[src/rtl/wide_add_sequencer.sv]
// wide_add_sequencer: adds two NBYTES-byte operands through one shared external
// 8-bit adder. It works one byte per cycle, least significant byte first, and
// chains the carry from each byte into the next.
module wide_add_sequencer #(
  parameter int NBYTES = 4
) (
  input  logic                clk,
  input  logic                rst,
  input  logic                in_valid,
  output logic                in_ready,
  input  logic [8*NBYTES-1:0] in_a,
  input  logic [8*NBYTES-1:0] in_b,
  input  logic                in_cin,
  output logic                out_valid,
  input  logic                out_ready,
  output logic [8*NBYTES-1:0] out_sum,
  output logic                out_cout,
  output logic [7:0]          add_a,
  output logic [7:0]          add_b,
  output logic                add_cin,
  input  logic [7:0]          add_sum,
  input  logic                add_cout
);

  localparam int W  = 8 * NBYTES;
  localparam int IW = (NBYTES > 1) ? $clog2(NBYTES) : 1;
  localparam logic [IW-1:0] LAST = IW'(NBYTES - 1);

  typedef enum logic [1:0] {IDLE, RUN, DONE} state_t;

  state_t        state_q, state_d;
  logic [IW-1:0] idx_q, idx_d;
  logic [W-1:0]  a_q, a_d, b_q, b_d, sum_q, sum_d;
  logic          carry_q, carry_d, cout_q, cout_d, valid_q, valid_d;
  logic [7:0]    a_byte, b_byte;

  // Current operand bytes, chosen by the byte index. A shift keeps the select in range for any index.
  assign a_byte = 8'(a_q >> {idx_q, 3'b000});
  assign b_byte = 8'(b_q >> {idx_q, 3'b000});

  assign out_valid = valid_q;
  assign out_sum   = sum_q;
  assign out_cout  = cout_q;

  // Next-state logic, adder drive and handshake outputs. The adder inputs stay at zero outside RUN.
  always_comb begin
    state_d   = state_q;
    idx_d     = idx_q;
    a_d       = a_q;
    b_d       = b_q;
    carry_d   = carry_q;
    sum_d     = sum_q;
    cout_d    = cout_q;
    valid_d   = valid_q;
    in_ready  = 1'b0;
    add_a     = 8'h00;
    add_b     = 8'h00;
    add_cin   = 1'b0;
    case (state_q)
      IDLE: begin
        in_ready = 1'b1;
        if (in_valid) begin
          a_d     = in_a;
          b_d     = in_b;
          carry_d = in_cin;
          idx_d   = '0;
          state_d = RUN;
        end
      end
      RUN: begin
        add_a   = a_byte;
        add_b   = b_byte;
        add_cin = carry_q;
        for (int k = 0; k < NBYTES; k++)
          if (idx_q == IW'(k)) sum_d[8*k +: 8] = add_sum;
        carry_d = add_cout;
        idx_d   = idx_q + 1'b1;
        if (idx_q == LAST) begin
          cout_d  = add_cout;
          valid_d = 1'b1;
          idx_d   = '0;
          state_d = DONE;
        end
      end
      DONE: begin
        if (out_ready) begin
          valid_d = 1'b0;
          state_d = IDLE;
        end
      end
      default: state_d = IDLE;
    endcase
  end

  // State registers. Reset aborts any operation in flight and clears the result.
  always_ff @(posedge clk or posedge rst) begin
    if (rst) begin
      state_q <= IDLE;
      idx_q   <= '0;
      a_q     <= '0;
      b_q     <= '0;
      carry_q <= 1'b0;
      sum_q   <= '0;
      cout_q  <= 1'b0;
      valid_q <= 1'b0;
    end else begin
      state_q <= state_d;
      idx_q   <= idx_d;
      a_q     <= a_d;
      b_q     <= b_d;
      carry_q <= carry_d;
      sum_q   <= sum_d;
      cout_q  <= cout_d;
      valid_q <= valid_d;
    end
  end

endmodule

[config.mk]
export PLATFORM = sky130hd
export DESIGN_NAME = wide_add_sequencer
export DESIGN_NICKNAME = d
export VERILOG_FILES = /design/src/rtl/wide_add_sequencer.sv
export SDC_FILE = /design/constraint.sdc
export NUM_CORES = 1
export LEC_CHECK = 0
export ABC_AREA = 1
export CORE_MARGIN = 2
export CORE_UTILIZATION = 48
export DETAILED_ROUTE_END_ITERATION = 10
export HOLD_SLACK_MARGIN = 0.15
export PLACE_DENSITY = 0.86
export SYNTH_ARGS = -nofsm -noshare
export SYNTH_HDL_FRONTEND = slang
export SYNTH_SLANG_ARGS = --single-unit
[constraint.sdc]
create_clock -name clk -period 4.1 [get_ports clk]
set_input_delay 0.41 -clock clk [delete_from_list [all_inputs] [get_ports clk]]
set_output_delay 0.41 -clock clk [all_outputs]
set_load 0.05 [all_outputs]
==> run summary <==
Overall routing resource usage -> 22.2%
Int Pwr -> 2850 µW
Final setup violating endpoints -> 0
Comb power frac -> 59.7%
Status -> finished clean
CP Class -> register to output pin
Clk Latency, worst-skew pair -> 0.36 ns
Commonest non-fill, non-tap cell in the layout -> clkdlybuf4s50_1
Clk root buf -> clkbuf_8
Finished Layout Cells -> 800
Sequential area share after synthesis -> 53.7%
Initial Utilization -> 49.3%
Commonest cells after routing, fill and taps aside -> 129 x clkdlybuf4s50_1, 109 x nand2_1, 103 x dfrtp_1
Psw -> 2910 µW
Max-slew violations -> 0
Switching fraction of total power -> 50.6%
DIE WIDTH -> 104 µm
Initial antenna violation count -> 0
Clock Power Share -> 10.5%
Routed len/inst -> 14.5 µm
Top cell type's share of synthesized area -> 53.7%
Post-cts hold buffer count -> 0
Clk pin slew, worst setup/hold paths -> 0.10 ns
Post-DRT Antenna Nets -> 0
Slew headroom -> 26.3%
Core area -> 0.00973 mm²
Die area -> 0.0108 mm²
CP max FO -> 21
Mean Syn Cell Area -> 8.75 µm²
Num CTS Buffers -> 9
Library cells used by synthesis -> 21
Setup crit end kind -> output pin
CTS tree -> yes
Post-layout util -> 64.4%
Worst Hold Class -> register to register
Pleak -> 0.00299 µW
Post-Synthesis Cells -> 548
RSZ-0062 raised after global routing -> no
Syn_nets -> 631
Post-layout min period -> 3.49 ns
Mapped Area -> 0.00480 mm²
Pwr dens -> 920 mW/mm²
Detailed-route DRC error count -> 0
Worst R2R Setup Slack -> 1.58 ns
ANT cells -> 0
Post-Layout Inst Area -> 0.00627 mm²
Crit path DAT -> 3.08 ns
Hold Path Depth -> 2
Fmax -> 287 MHz
DRT iter0 DRCs -> 273
FF-to-FF End -> out_sum[11]
Cell count after placement -> 784
Final hold violations -> 0
Top_reg_cell synth -> dfrtp_1
Ports -> 130
Share of cells above drive strength 1 -> 11.1%
Htree depth -> 3
R2R depth -> 5
First-pass DRT Iterations -> 6
WP data required -> 3.69 ns
Final setup TNS -> 0 ns
Die height -> 104 µm
Max_cap viols -> 0
First-pass GRT wire length -> 19,600 µm
# nets final -> 745
Area after DPL -> 0.00608 mm²
Grt ovf -> 0
CTS Sinks -> 103
Sequential share of power -> 29.8%
IO Port Bufs -> 129
Postcts setup bufs -> 0
VDD IR max -> 556 µV
Vias in the first global route -> 4,032
Maximum root-to-sink buffer count -> 2
Area Growth Syn to Fin -> 30.7%
Routed vias -> 3,959
Synth area leader -> dfrtp_1
Hold EP -> out_sum[17]
Rows -> 36
Worst Clk Skew -> 0.0121 ns
Post-CTS resize count -> 0
Tightest Pin Transition -> 1.10 ns
Final GP Congestion -> 0.899
Yosys warnings -> 0
Synth area leaders -> dfrtp_1 54%, nand2_1 8.5%, a21oi_2 8.2%, inv_1 5.9%, nor2_1 5.1%
Yosys reg bits -> 103
Worst Setup Start Kind -> register
Reg2Reg Launch Point -> idx_q[1]
Post-synth EDFFs -> 0
Worst min-delay path startpoint -> out_sum[17]
Ys async rst share -> 100%
Via density -> 4.95
HPWL after detailed placement -> 8310 µm
DRT Wirelength -> 11,600 µm
Final period util -> 85.1%
Largest net degree at the start of global routing -> 82
[sequential cells by signal (all words and copies together) (netlist names)]
signal and cells:
a_q 32, out_valid 1, out_cout 1, state_q 2, b_q 32, carry_q 1, out_sum 32, idx_q 2
[cell type report]
type / instances / area [µm²]
clock inverters: 6 / 53.8
repair buffers: 132 / 1330
well taps: 133 / 166
inverters: 79 / 299
fillers: 822 / 3460
clock buffers: 10 / 138
multi-input cells: 337 / 1710
flip-flops and latches: 103 / 2580
[worst max-delay path, stage by stage, from the launching register on]
cell	delay, ns
dfrtp_1	0.84
clkinv_1	0.74
nand3_1	0.31
a21oi_1	0.09
clkdlybuf4s50_1	0.74
[worst max-delay path by stage]
| stage | end | start | slack [ns] |
|---|---|---|---|
| after global routing | add_a[3] | idx_q[1] | 0.45 |
| after CTS | add_a[2] | idx_q[1] | 0.66 |
| after global placement | add_b[4] | idx_q[1] | 1.20 |
| after detailed placement | add_a[2] | idx_q[1] | 1.05 |
| after floorplan | a_q[0] | rst | 0.99 |
| final | add_a[2] | idx_q[1] | 0.61 |
[power by group through the flow]
stage	clock, µW	sequential (µW)	combinational (µW)
after detailed placement	0	1740	3440
final	603	1720	3440
after global routing	655	1780	3710
after floorplan	0	2250	1950
after CTS	613	1720	3450
after global placement	0	1720	3370
[routing by layer]
| metal | track usage (%) | share of wire [%] |
|---|---|---|
| met2 | 35.6 | 47 |
| met3 | 5.64 | 7.7 |
| met1 | 29.2 | 43 |
| met5 | 0 | 0 |
| met4 | 8.30 | 2.5 |
[cells in the mapped netlist (5+ instances only)]
cell,instances
nand2_1,109
dfrtp_1,103
inv_1,76
nor2_1,65
a21oi_2,45
nand3_1,36
a21oi_1,35
o21ai_1,31
buf_6,12
buf_2,11
ha_1,5
nand2_2,5
[through the flow]
step	hold WS [ns]	total power (µW)	setup slack [ns]
final	0.502	5770	0.612
after global routing	0.519	6140	0.452
after CTS	0.498	5790	0.662
after detailed placement	0.467	5180	1.05
after global placement	0.458	5090	1.20
after floorplan	0.452	4200	0.986
[kinds of logic (layout without fill, tap and decap cells)]
| group | count (synthesis) | in the layout | share of synthesized area [%] |
|---|---|---|---|
| AO/OA/AOI/OAI | 115 | 115 | 15.6 |
| AND/OR/NAND/NOR | 217 | 217 | 18.6 |
| flip-flops | 103 | 103 | 53.7 |
| buffers and inverters | 108 | 227 | 10.8 |
| adder cells (fa/ha/maj) | 5 | 5 | 1.30 |
Power figures use the tool's default switching activity.
